$ cat src/rtl/cla_subtractor_seq_if.sv
// rtl/cla_subtractor_seq_if.sv - operand/result handshake bundle for cla_subtractor_seq
interface cla_subtractor_seq_if #(
  parameter int WIDTH = 32
);
  logic             i_valid;
  logic             o_ready;
  logic [WIDTH-1:0] i_sub1;
  logic [WIDTH-1:0] i_sub2;
  logic             o_valid;
  logic             i_ready;
  logic [WIDTH:0]   o_result;

  modport slave (
    input  i_valid,
    input  i_sub1,
    input  i_sub2,
    input  i_ready,
    output o_ready,
    output o_valid,
    output o_result
  );

  modport master (
    output i_valid,
    output i_sub1,
    output i_sub2,
    output i_ready,
    input  o_ready,
    input  o_valid,
    input  o_result
  );
endinterface

$ cat src/rtl/cla_subtractor_seq.sv
// rtl/cla_subtractor_seq.sv - multi-cycle unsigned subtractor, one carry-lookahead slice per cycle
module cla_subtractor_seq #(
  parameter int WIDTH = 32,
  parameter int CHUNK = 8
) (
  input  logic                clk,
  input  logic                rst_n,
  cla_subtractor_seq_if.slave bus
);
  localparam int NCHUNK = WIDTH / CHUNK;
  localparam int CW     = (NCHUNK > 1) ? $clog2(NCHUNK) : 1;
  localparam logic [CW-1:0] LAST_IDX = CW'(NCHUNK - 1);

  generate
    if (CHUNK < 1 || (WIDTH % CHUNK) != 0) begin : g_bad_chunk
      $error("cla_subtractor_seq: WIDTH must be a non-zero multiple of CHUNK");
    end
  endgenerate

  typedef enum logic [1:0] {
    IDLE = 2'd0,
    CALC = 2'd1,
    DONE = 2'd2
  } state_t;

  state_t           state_q;
  state_t           state_d;
  logic [WIDTH-1:0] op_a_q;
  logic [WIDTH-1:0] op_b_q;
  logic [WIDTH-1:0] work_q;
  logic [WIDTH-1:0] work_d;
  logic [CW-1:0]    idx_q;
  logic             carry_q;
  logic [WIDTH:0]   result_q;
  logic             ready_c;
  logic             valid_c;

  logic [31:0]      base;
  logic [CHUNK-1:0] slice_a;
  logic [CHUNK-1:0] slice_b;
  logic [CHUNK-1:0] slice_g;
  logic [CHUNK-1:0] slice_p;
  logic [CHUNK:0]   slice_c;
  logic [CHUNK-1:0] slice_sum;
  logic             last_slice;

  // Each carry is a flat sum-of-products of g/p/cin, so no carry waits on its neighbour.
  function automatic logic [CHUNK:0] lookahead(
    input logic [CHUNK-1:0] g,
    input logic [CHUNK-1:0] p,
    input logic             cin
  );
    logic [CHUNK:0] c;
    logic           acc;
    logic           term;
    c    = '0;
    c[0] = cin;
    for (int j = 0; j < CHUNK; j++) begin
      acc = cin;
      for (int k = 0; k <= j; k++) acc = acc & p[k];
      for (int i = 0; i <= j; i++) begin
        term = g[i];
        for (int k = i + 1; k <= j; k++) term = term & p[k];
        acc = acc | term;
      end
      c[j+1] = acc;
    end
    return c;
  endfunction

  assign base       = 32'(idx_q) * 32'(CHUNK);
  assign slice_a    = op_a_q[base +: CHUNK];
  assign slice_b    = op_b_q[base +: CHUNK];
  assign last_slice = (idx_q == LAST_IDX);

  always_comb begin
    slice_g   = slice_a & slice_b;
    slice_p   = slice_a | slice_b;
    slice_c   = lookahead(slice_g, slice_p, carry_q);
    slice_sum = slice_a ^ slice_b ^ slice_c[CHUNK-1:0];
    work_d    = work_q;
    work_d[base +: CHUNK] = slice_sum;
  end

  always_ff @(posedge clk or negedge rst_n) begin
    if (!rst_n) begin
      state_q <= IDLE;
    end else begin
      state_q <= state_d;
    end
  end

  always_comb begin
    state_d = state_q;
    ready_c = 1'b0;
    valid_c = 1'b0;
    case (state_q)
      IDLE: begin
        ready_c = 1'b1;
        if (bus.i_valid) state_d = CALC;
      end
      CALC: begin
        if (last_slice) state_d = DONE;
      end
      DONE: begin
        valid_c = 1'b1;
        if (bus.i_ready) state_d = IDLE;
      end
      default: state_d = IDLE;
    endcase
  end

  // Subtrahend is stored inverted and the carry seeded with 1: a - b = a + ~b + 1.
  always_ff @(posedge clk or negedge rst_n) begin
    if (!rst_n) begin
      op_a_q   <= '0;
      op_b_q   <= '0;
      work_q   <= '0;
      idx_q    <= '0;
      carry_q  <= 1'b1;
      result_q <= '0;
    end else begin
      case (state_q)
        IDLE: begin
          if (bus.i_valid) begin
            op_a_q  <= bus.i_sub1;
            op_b_q  <= ~bus.i_sub2;
            work_q  <= '0;
            idx_q   <= '0;
            carry_q <= 1'b1;
          end
        end
        CALC: begin
          work_q  <= work_d;
          carry_q <= slice_c[CHUNK];
          if (last_slice) begin
            idx_q    <= '0;
            result_q <= {~slice_c[CHUNK], work_d};
          end else begin
            idx_q <= idx_q + 1'b1;
          end
        end
        default: ;
      endcase
    end
  end

  assign bus.o_ready  = ready_c;
  assign bus.o_valid  = valid_c;
  assign bus.o_result = result_q;

endmodule

$ cat src/flat_wrapper.sv
// flat-port wrapper written by rule: the top's interface ports become plain ports
module cla_subtractor_seq_flat 
#(
  parameter int WIDTH = 32,
  parameter int CHUNK = 8
)
  (clk, rst_n, bus_i_valid, bus_i_sub1, bus_i_sub2, bus_i_ready, bus_o_ready, bus_o_valid, bus_o_result);
  cla_subtractor_seq_if #(.WIDTH(WIDTH)) bus_i ();
  input  logic clk;
  input  logic rst_n;
  input wire logic [$bits(bus_i.i_valid)-1:0] bus_i_valid;
  input wire logic [$bits(bus_i.i_sub1)-1:0] bus_i_sub1;
  input wire logic [$bits(bus_i.i_sub2)-1:0] bus_i_sub2;
  input wire logic [$bits(bus_i.i_ready)-1:0] bus_i_ready;
  output wire logic [$bits(bus_i.o_ready)-1:0] bus_o_ready;
  output wire logic [$bits(bus_i.o_valid)-1:0] bus_o_valid;
  output wire logic [$bits(bus_i.o_result)-1:0] bus_o_result;
  assign bus_i.i_valid = bus_i_valid;
  assign bus_i.i_sub1 = bus_i_sub1;
  assign bus_i.i_sub2 = bus_i_sub2;
  assign bus_i.i_ready = bus_i_ready;
  assign bus_o_ready = bus_i.o_ready;
  assign bus_o_valid = bus_i.o_valid;
  assign bus_o_result = bus_i.o_result;
  cla_subtractor_seq #(.WIDTH(WIDTH), .CHUNK(CHUNK)) u_core (.clk(clk), .rst_n(rst_n), .bus(bus_i));
endmodule
$ cat config.mk
export PLATFORM = sky130hd
export DESIGN_NAME = cla_subtractor_seq_flat
export DESIGN_NICKNAME = d
export VERILOG_FILES = /design/src/rtl/cla_subtractor_seq_if.sv /design/src/rtl/cla_subtractor_seq.sv /design/src/flat_wrapper.sv
export SDC_FILE = /design/constraint.sdc
export NUM_CORES = 1
export LEC_CHECK = 0
export ABC_CLOCK_PERIOD_IN_PS = 4870
export CORE_MARGIN = 2
export CORE_UTILIZATION = 55
export CTS_CLUSTER_SIZE = 30
export DETAILED_ROUTE_END_ITERATION = 10
export PLACE_DENSITY = 0.94
export SYNTH_ARGS = -nofsm -noshare
export SYNTH_HDL_FRONTEND = slang
export SYNTH_SLANG_ARGS = --single-unit
$ cat constraint.sdc
create_clock -name clk -period 4.87 [get_ports clk]
set_clock_uncertainty 0.1 [all_clocks]
set_input_delay 0.487 -clock clk [delete_from_list [all_inputs] [get_ports clk]]
set_output_delay 0.487 -clock clk [all_outputs]
set_load 0.02 [all_outputs]
* Word level (Yosys, flattened, before mapping) *
Index checks and enable logic that the tools add are counted.
W data, S select, Z words.

cells by class
  shift operators = 4
  add/sub/neg operators = 2
  reduce and logical (&&, ||, !) cells = 6
  eq/ne operators = 6
  mux-type cells = 14
  bitwise logic cells = 78

operator list
  operator                   count
  $pmux W32 S2               1
  $shiftx A32 B6 Y8          2
  $and A1 B1 Y1              36
  $or A1 B1 Y1               36
  $neg A5 Y34                1
  $shift A8 B34 Y32 const A  1
  $shiftx A8 B34 Y32         1
  $bwmux W32                 1
  $mux W32                   1
  $not A32 Y32               1
  $xor A8 B8 Y8              2
  $mux W2                    5
  $and A8 B8 Y8              1
  $or A8 B8 Y8               1
  $pmux W2 S3                1
  $reduce_and A2 Y1          3
  $eq A2 B2 Y1 const B       2
  $ne A2 B2 Y1 const B       2
  $pmux W2 S2                1
  $mux W1                    3
  $reduce_and A3 Y1          1
  $add A2 B1 Y2 const B      1
  $eq A2 B1 Y1 const B       1
  $logic_not A2 Y1           1
  other kinds (4)            4

storage, ports and cells
  register bits = 134
  output and inout bits = 35

* Logic depth before layout (Yosys ltp) *
Gate-level depths: netlist of the first run.

  depth after elaboration = 20
  depth in mapped cells = 10
  mapped depth without buffers = 8

* Least setup slack after synthesis of the first run *
Ideal clock, no wire load.

  path type = register to register
  start point = register u_core.idx_q[1]
  end point = register u_core.work_q[14]
  library setup time = 0.122 ns
  data required time = 4.648 ns
  setup slack = 2.107 ns
  stages on the path, launching flop included = 11
  clock period less this slack = 2.763 ns
  arrival time = 2.542 ns
  path through = dfrtp_1 > clkbuf_1 > buf_2 > mux4_2 > inv_1 > ha_1 > nor2b_4 > o21a_4 > nor3_4 > nand2_1 > a32o_1

on the way
  longest elaborated chain between the ends = 20
  elaborated cells on any way between the ends = 67
  classes of those cells = add/sub (1); shift (4); mux (2); bitwise (60)

RTL lines
  element                                      line                                                source
  start, declared                              cla_subtractor_seq.sv:32                            logic [CW-1:0] idx_q;
  start signal, assigned                       cla_subtractor_seq.sv:140                           idx_q <= idx_q + 1'b1;
  $shiftx A32 B6 Y8, on equally long branches  cla_subtractor_seq.sv:72, cla_subtractor_seq.sv:73
  $or A8 B8 Y8                                 cla_subtractor_seq.sv:78                            slice_p = slice_a | slice_b;
  $and A1 B1 Y1 (7 in a row)                   cla_subtractor_seq.sv:60                            for (int k = 0; k <= j; k++) acc = acc & p[k];
  $or A1 B1 Y1 (7 in a row)                    cla_subtractor_seq.sv:64                            acc = acc | term;
  $xor A8 B8 Y8                                cla_subtractor_seq.sv:80                            slice_sum = slice_a ^ slice_b ^ slice_c[CHUNK-1:0];
  $shiftx A8 B34 Y32                           cla_subtractor_seq.sv:82                            work_d[base +: CHUNK] = slice_sum;
  $bwmux W32 *                                 cla_subtractor_seq.sv:82
  $pmux W32 S2 *                               cla_subtractor_seq.sv:123                           case (state_q)
  end signal, assigned                         cla_subtractor_seq.sv:134                           work_q <= work_d;
  end, declared                                cla_subtractor_seq.sv:30                            logic [WIDTH-1:0] work_q;

Every way passes the cells marked *; elsewhere a longest branch is shown, timed or not.
A chain may end at the register's enable or synchronous reset.

* Worst setup path in the final report of the first run *
  start point = register u_core.idx_q[0]
  end point = register u_core.work_q[4]

Same word-level chain as after synthesis.

==> results of run 1 <==
layer usage:
metal  vias to the layer above  track usage
met3                        44       0.0544
li1                       2374            -
met1                      2628        0.340
met2                       262        0.444
met5                         -            0
met4                         0       0.0905
placed cells by master (no fill, tap or decap), types with 4 or more instances in the layout:
cell type	n
nand2_1	162
a221oi_1	8
inv_6	4
and3_1	21
inv_1	26
dfrtp_1	133
a22oi_1	4
o21ai_0	62
clkdlybuf4s50_1	101
o21ai_1	7
o22ai_1	4
a32o_1	4
nand3_1	4
clkbuf_16	17
o31ai_1	9
mux4_2	16
buf_4	5
a21o_1	8
nand2b_1	6
ha_1	22
a22o_1	8
nor2_1	34
a21oi_1	25
final cells by class:
class / count / area, µm²
Clock buffer: 18 / 439
Clock inverter: 14 / 150
Fill cell: 771 / 3300
Inverter: 27 / 101
Multi-Input combinational cell: 441 / 2790
Sequential cell: 134 / 3350
Tap cell: 143 / 179
Timing Repair Buffer: 106 / 1050
stage by stage:
| step | total power [mW] | instance area [µm²] | util | cells | setup WS, ps |
|---|---|---|---|---|---|
| after floorplan | 4.21 | 6380 | - | 631 | 2110 |
| after global placement | 5.05 | 7480 | 0.658 | 851 | 1500 |
| after detailed placement | 5.28 | 7480 | 0.658 | 851 | 1360 |
| after CTS | 6.58 | 8070 | 0.709 | 883 | 1300 |
| after global routing | 7.04 | 8070 | 0.709 | 883 | 1050 |
| final | 6.61 | 8070 | 0.709 | 883 | 1260 |
logic make-up (layout without fill, tap and decap cells):
kind of cell	after synthesis	after routing	share of synthesized area
flops	134	134	0.526
simple gates	246	246	0.172
buf+inv	56	165	0.0372
mux	17	17	0.0580
xor+xnor	4	4	0.00843
fa+ha+maj	23	23	0.0463
compound gates	151	151	0.153
power breakdown:
part,switching [mW],internal (mW)
Clock,0.505,0.771
Sequential,0.362,1.60
Combinational,2.10,1.28
final timing paths:
check | to | slack, ps | depth (start not counted)
min | u_core.bus.o_result[7]$_DFFE_PN0P_ | 170 | 1
min in group clk | u_core.op_a_q[3]$_DFFE_PN0P_ | 380 | 2
max reg2reg | u_core.work_q[4]$_DFFE_PN0P_ | 1260 | 9
max | u_core.work_q[4]$_DFFE_PN0P_ | 1260 | 9
max in group asynchronous | u_core.op_a_q[7]$_DFFE_PN0P_ | 3320 | 2
min reg2reg | u_core.op_a_q[3]$_DFFE_PN0P_ | 380 | 2
worst max-delay path, stage by stage, from the launching register on:
cell and delay (ps):
dfrtp_1 900, buf_4 340, mux4_2 580, inv_1 80, ha_1 190, nor2b_4 60, o311a_1 350, nor4b_1 480
a211oi_2 180, o21ai_0 240
registers in the layout, indices dropped and copies added, names as in the netlist:
signal / count
u_core.bus.o_result: 33
u_core.op_a_q: 32
u_core.op_b_q: 32
u_core.work_q: 32
u_core.idx_q: 2
u_core.state_q: 2
u_core.carry_q: 1
==> impl_metrics.json, run 1 <==
{
  "status": "complete, no violations",
  "synth_edf_count": 0,
  "numPortBuffers": 102,
  "tightest_slew_ps": 1230,
  "drc": 0,
  "grt_max_degree": 91,
  "fin_crit_ps": 3610,
  "post_cts_resized": 0,
  "yosysTopAreaCell": "dfrtp_1",
  "cp.required_ps": 5100,
  "cts_sinks": 134,
  "cts_tree": "yes",
  "die_area_um2": 12500,
  "whs_ps": 167,
  "num_rows": 39,
  "post_cts_buffers": 0,
  "drt_iter0_drc": 438,
  "reg2reg_from": "u_core.idx_q[0]$_DFFE_PN0P_",
  "antenna-diode-count": 0,
  "cts_max_level": 4,
  "period_share": 0.741,
  "start_util": 0.561,
  "overflow": 0,
  "p_leak_nw": 3.77,
  "ys_seq_area_frac": 0.526,
  "syn_area_um2": 6380,
  "synthFlopType": "dfrtp_1",
  "maxSlewHeadroom": 0.180,
  "finalSetupTns_ps": 0,
  "setup_violations": 0,
  "synth_top_area_share": 0.521,
  "yosysMostFrequentCell": "nand2_1",
  "dp.final_hpwl_mm": 11.1,
  "dr_wl_met3_mm": 1.11,
  "synth_seq_cells": 134,
  "final_antenna_net_count": 0,
  "wl_met2_mm": 8.24,
  "viasPerCell": 6.01,
  "wl_per_cell_um": 18.0,
  "critPathLaunchType": "flop",
  "cap_violations": 0,
  "final_layout_size_suffix_gt1_frac": 0.0932,
  "vias": 5308,
  "ys_top_cells_by_area": "dfrtp_1, nand2_1, mux4_2",
  "critPathCaptureType": "flop",
  "synth_nets": 722,
  "io_pins": 103,
  "hold_buffers": 0,
  "finalHoldViolCount": 0,
  "numCtsBuffers": 17,
  "top_layer": "met4",
  "hp-class": "primary input to async pin",
  "core_um2": 11400,
  "die_w_um": 112,
  "clk_root_buffer_cell": "clkbuf_16",
  "worstPathMaxFanout": 14,
  "synthCells": 631,
  "final_nets": 818,
  "drtPass1Iterations": 5,
  "clk_pin_slew_ps": 60,
  "cts.path.max_buffers": 2,
  "worstSetupPathType": "flop to flop",
  "synth_cell_types": 57,
  "grt_pass1_vias": 5326,
  "synth-warning-count": 0,
  "worstSkewPairLatency_ps": 420,
  "routed_wirelength_mm": 15.9,
  "crit_arrival_ps": 3840,
  "pwr_density_cell_nw_per_um2": 820,
  "crit_start": "u_core.idx_q[0]$_DFFE_PN0P_",
  "syn_avg_cell_area_um2": 10.1,
  "synthTopCellsByCount": "nand2_1, dfrtp_1, o21ai_0, nor2_1, inv_1",
  "syn_to_final_growth_pct": 26.4,
  "peakVddDrop_uv": 482,
  "routabilityCongestion": 0.869,
  "grt_use_total": 0.263,
  "drt-met1-wl_mm": 6.26,
  "grt_antenna_before_repair": 0,
  "slew_viol_final": 0,
  "async_flop_share": 1.00,
  "grt_pass1_wl_mm": 26.1,
  "fp.dieH_um": 112,
  "max_freq_ghz": 0.277,
  "rsz0062_at_grt": "false"
}
(Power assumes the default switching activity.)
==> run 2: changes to the inputs <==
ABC_CLOCK_PERIOD_IN_PS = 3720   (was 4870)
CORE_UTILIZATION = 54   (was 55)
PLACE_DENSITY = 0.92   (was 0.94)
clock period = 3.72 ns   (was 4.87 ns; I/O delays follow)
==> run 2 against run 1 <==
The flow now finishes with violations (negative hold slack). First-iteration DRC count down 9.6%. Register-to-register slack worse by 590 ps. Critical path depth shrank 2. Final area rose by 1.5%. Sequential share of layout area fell by 0.61 points. Highest routed layer unchanged. Non-clock buffer count rose by 3. Count of clock-buffer cells in the layout grew 1. Global-route usage rose by 0.50 points.
==> impl_metrics.json, run 2 (synthesized netlist as in run 1, its figures left out) <==
{
  "status": "finished with violations",
  "violations": "negative hold slack",
  "cap_violations": 0,
  "p_leak_nw": 3.83,
  "peakVddDrop_uv": 592,
  "core_um2": 11500,
  "post_cts_resized": 0,
  "largest_reg_flops": 33,
  "critPathLaunchType": "flop",
  "finalHoldViolCount": 28,
  "hold_buffers": 0,
  "worstSetupPathType": "flop to flop",
  "cts.path.max_buffers": 2,
  "worstPathMaxFanout": 14,
  "period_share": 0.820,
  "fp.dieH_um": 113,
  "clk_root_buffer_cell": "clkbuf_16",
  "numPortBuffers": 102,
  "grt_use_total": 0.268,
  "antenna-diode-count": 0,
  "fin_util": 0.714,
  "crit_arrival_ps": 3210,
  "clkPwrFrac": 0.210,
  "fill_cells": 747,
  "slew_viol_final": 0,
  "finish.instance_area_um2": 8190,
  "die_area_um2": 12700,
  "final_antenna_net_count": 0,
  "io_pins": 103,
  "cts_tree": "yes",
  "power_frac_seq": 0.285,
  "setup_violations": 0,
  "max_freq_ghz": 0.328,
  "numCtsBuffers": 17,
  "pwr_density_cell_nw_per_um2": 1090,
  "final_nets": 821,
  "dpl_worst_slack_ps": 750,
  "cts_sinks": 134,
  "hp-class": "primary input to async pin",
  "multiInputGateArea_um2": 2790,
  "num_rows": 39,
  "total_power_mw": 8.91,
  "grt_pass1_wl_mm": 26.7,
  "drtPass1Iterations": 5,
  "cp.required_ps": 3880,
  "p_sw_mw": 3.91,
  "overflow": 0,
  "reg2reg_depth": 7,
  "routed_wirelength_mm": 16.3,
  "finalWorstSetupSlack_ps": 671,
  "cts_max_level": 4,
  "drc": 0,
  "whs_ps": -17.3,
  "critPathCaptureType": "flop",
  "grt_antenna_before_repair": 0,
  "final_common_cell": "nand2_1",
  "dp.final_hpwl_mm": 11.2,
  "grt_pass1_vias": 5334,
  "combPwrFrac": 0.505,
  "rsz0062_at_grt": "false",
  "finalSetupTns_ps": 0,
  "maxSlewHeadroom": 0.344,
  "final_layout_size_suffix_gt1_frac": 0.0956,
  "fin_crit_ps": 3050,
  "power.internal_mw": 5.01,
  "syn_to_final_growth_pct": 28.2,
  "die_w_um": 113,
  "grt_max_degree": 70,
  "vias": 5286,
  "ff_latch_area_um2": 3350,
  "worstSkewPairLatency_ps": 420,
  "start_util": 0.557,
  "drt_iter0_drc": 396,
  "routabilityCongestion": 0.878,
  "wl_per_cell_um": 18.4,
  "dpl-instance-area_um2": 7520,
  "tightest_slew_ps": 985,
  "post_cts_buffers": 0,
  "clk_pin_slew_ps": 60,
  "final_cell_mix": "nand2_1, dfrtp_1, clkdlybuf4s50_1",
  "swShare": 0.438,
  "viasPerCell": 5.97
}
run 2: cell count changes in the layout (fill, tap and decap cells not counted), sizes merged:
| cell | previous run | this run |
|---|---|---|
| buf | 5 | 8 |
| bufinv | 2 | 5 |
| clkbuf | 18 | 19 |
| clkinv | 5 | 4 |
| clkinvlp | 3 | 1 |
| inv | 31 | 30 |
run 2: critical path, cell delays in order, from the launching register on:
cell and delay, ps:
dfrtp_1 690, buf_4 280, mux4_2 330, ha_1 250
o311a_1 390, nor2_1 130, xor2_1 490, o21ai_0 210
run 2: worst paths after layout:
kind	end	slack, ps	startpoint
worst max-delay path	u_core.bus.o_result[19]$_DFFE_PN0P_	670	u_core.idx_q[1]$_DFFE_PN0P_
worst min-delay path	u_core.bus.o_result[12]$_DFFE_PN0P_	-20	rst_n
worst max register to register	u_core.bus.o_result[19]$_DFFE_PN0P_	670	u_core.idx_q[1]$_DFFE_PN0P_
worst min register to register	u_core.work_q[4]$_DFFE_PN0P_	370	u_core.work_q[4]$_DFFE_PN0P_
max in group asynchronous	u_core.carry_q$_DFFE_PN1P_	2650	rst_n
min in group clk	u_core.work_q[4]$_DFFE_PN0P_	370	u_core.work_q[4]$_DFFE_PN0P_
run 2: layout make-up:
class / count / area share
well taps: 143 / 0.0219
clock inverters: 13 / 0.0268
inverters: 27 / 0.0124
multi-input cells: 441 / 0.341
flip-flops and latches: 134 / 0.410
repair buffers: 109 / 0.134
clock buffers: 19 / 0.0541
run 2: metal layers:
layer	global-route usage	up-vias	wire, µm	part of all wire
met4	0.0927	0	339	0.021
li1	-	2381	-	-
met5	0	-	0	0
met3	0.0627	39	1200	0.074
met1	0.332	2610	6360	0.39
met2	0.463	256	8360	0.51
run 2: power groups by stage:
stage          Clock [mW]  Sequential (mW)  Combinational [mW]
2_1_floorplan           0             2.55                2.97
3_3_place_gp            0             2.48                4.18
3_5_place_dp            0             2.54                4.39
4_1_cts              1.89             2.53                4.45
5_1_grt              1.96             2.60                4.93
6_report             1.87             2.54                4.50
run 2: stage by stage:
stage / hold slack (ps) / std cells
2_1_floorplan: -23.6 / 631
3_3_place_gp: 353 / 854
3_5_place_dp: 363 / 854
4_1_cts: 1.72 / 886
5_1_grt: 54.0 / 886
6_report: -17.3 / 886
==> run 3: changes to the inputs <==
ABC_CLOCK_PERIOD_IN_PS = 2840   (was 3720)
clock period = 2.84 ns   (was 3.72 ns; I/O delays follow)
==> run 3 against run 2 <==
Sequential cell count unchanged. Sequential power increased by 32%. First-iteration DRC count decreased by 6.1%. Non-clock buffer count increased by 10. Largest cell class unchanged. The flow now finishes without violations.
==> impl_metrics.json, run 3 (synthesized netlist as in run 1, its figures left out) <==
{
  "status": "complete, no violations",
  "fin_crit_ps": 2800,
  "core_um2": 11500,
  "fp.dieH_um": 113,
  "clk_pin_slew_ps": 60,
  "routed_wirelength_mm": 17.5,
  "hp-class": "primary input to flop",
  "dp.final_hpwl_mm": 11.5,
  "numPortBuffers": 102,
  "multiInputGateArea_um2": 2820,
  "crit_arrival_ps": 2990,
  "clkPwrFrac": 0.197,
  "final_common_cell": "nand2_1",
  "cap_violations": 0,
  "die_area_um2": 12700,
  "tightest_slew_ps": 572,
  "largest_reg_flops": 33,
  "worstPathMaxFanout": 8,
  "routabilityCongestion": 0.853,
  "final_cell_mix": "nand2_1, dfrtp_1, clkdlybuf4s50_1",
  "grt_max_degree": 97,
  "numCtsBuffers": 17,
  "worstSetupPathType": "flop to flop",
  "fill_cells": 811,
  "overflow": 0,
  "die_w_um": 113,
  "grt_pass1_vias": 5504,
  "drtPass1Iterations": 6,
  "final_layout_size_suffix_gt1_frac": 0.114,
  "finalHoldViolCount": 0,
  "drc": 0,
  "fin_util": 0.727,
  "final_nets": 831,
  "final_antenna_net_count": 0,
  "viasPerCell": 5.95,
  "max_freq_ghz": 0.357,
  "setup_violations": 0,
  "grt_pass1_wl_mm": 27.6,
  "cts_max_level": 4,
  "syn_to_final_growth_pct": 30.7,
  "total_power_mw": 12.3,
  "grt_use_total": 0.279,
  "io_pins": 103,
  "cp.required_ps": 3040,
  "drt_iter0_drc": 372,
  "finalSetupTns_ps": 0,
  "p_leak_nw": 3.90,
  "power_frac_seq": 0.273,
  "antenna-diode-count": 0,
  "power.internal_mw": 6.94,
  "grt_antenna_before_repair": 0,
  "num_rows": 39,
  "swShare": 0.437,
  "finalWorstSetupSlack_ps": 40.6,
  "pwr_density_cell_nw_per_um2": 1480,
  "cts_tree": "yes",
  "combPwrFrac": 0.530,
  "vias": 5326,
  "peakVddDrop_uv": 744,
  "critPathCaptureType": "flop",
  "period_share": 0.986,
  "critPathLaunchType": "flop",
  "placedCellCount": 860,
  "slew_viol_final": 0,
  "wl_per_cell_um": 19.5,
  "cts.path.max_buffers": 2,
  "instances_no_fill": 895,
  "start_util": 0.557,
  "p_sw_mw": 5.38,
  "worstSkewPairLatency_ps": 420,
  "clk_root_buffer_cell": "clkbuf_16",
  "maxSlewHeadroom": 0.616,
  "cts_sinks": 134,
  "ff_latch_area_um2": 3360,
  "dpl_worst_slack_ps": 60.2
}
-- run 3: cell types whose count changed in the layout (fill, tap and decap cells not counted), sizes merged --
cell         previous run  this run
clkinvlp                1         2
clkbuf                 19        18
dlygate4sd3             0         1
inv                    30        29
clkinv                  4         5
buf                     8        16
-- run 3: what timing repair did --
item | CTS | global route
hold buffers | 1 | 0
gates cloned | 0 | 1
hold endpoints to repair | 40 | 0
setup buffers | 1 | 1
gates resized for setup | 0 | 7
setup endpoints to repair | 4 | 21
pin swaps | 1 | 0
-- run 3: layout make-up --
type                            count  area share
Clock buffer                       17      0.0510
Clock inverter                     14      0.0271
Inverter                           27      0.0121
Multi-Input combinational cell    441       0.338
Sequential cell                   134       0.402
Tap cell                          143      0.0214
Timing Repair Buffer              119       0.148
-- run 3: power by group through the flow --
stage	clock network (mW)	logic, mW	registers [mW]
finish	2.43	6.53	3.36
global route	2.54	7.05	3.43
CTS	2.43	6.28	3.31
detailed placement	0	6.06	3.31
global placement	0	5.78	3.25
floorplan	0	3.88	3.34
-- run 3: critical path, cell delays in order, from the launching register on --
cell       delay (ps)
dfrtp_2           440
clkbuf_16         180
mux4_2            540
ha_1              300
o311a_1           430
nor2_1            200
xor2_1            180
buf_4             190
o21ai_0           110
-- run 3: final timing paths --
check / depth (start not counted) / slack, ps / startpoint / to
max: 8 / 40 / u_core.idx_q[0]$_DFFE_PN0P_ / u_core.bus.o_result[3]$_DFFE_PN0P_
min: 3 / 290 / bus_i_sub1[28] / u_core.op_a_q[28]$_DFFE_PN0P_
max reg2reg: 8 / 40 / u_core.idx_q[0]$_DFFE_PN0P_ / u_core.bus.o_result[3]$_DFFE_PN0P_
min reg2reg: 2 / 380 / u_core.op_a_q[18]$_DFFE_PN0P_ / u_core.op_a_q[18]$_DFFE_PN0P_
max in group asynchronous: 3 / 1520 / rst_n / u_core.op_a_q[12]$_DFFE_PN0P_
min in group asynchronous: 2 / 300 / rst_n / u_core.bus.o_result[11]$_DFFE_PN0P_
-- run 3: metal layers --
layer | GRT usage | vias up | share of wire
met1 | 0.346 | 2611 | 0.38
met2 | 0.484 | 253 | 0.51
met4 | 0.107 | 0 | 0.045
met5 | 0 | - | 0
met3 | 0.0568 | 55 | 0.063
li1 | - | 2407 | -
-- run 3: metrics by stage --
step                      cell area [µm²]  hold WS (ps)
after global placement               7590           196
final                                8340           289
after floorplan                      6380          -112
after detailed placement             7590           202
after CTS                            8280           285
after global routing                 8340           312
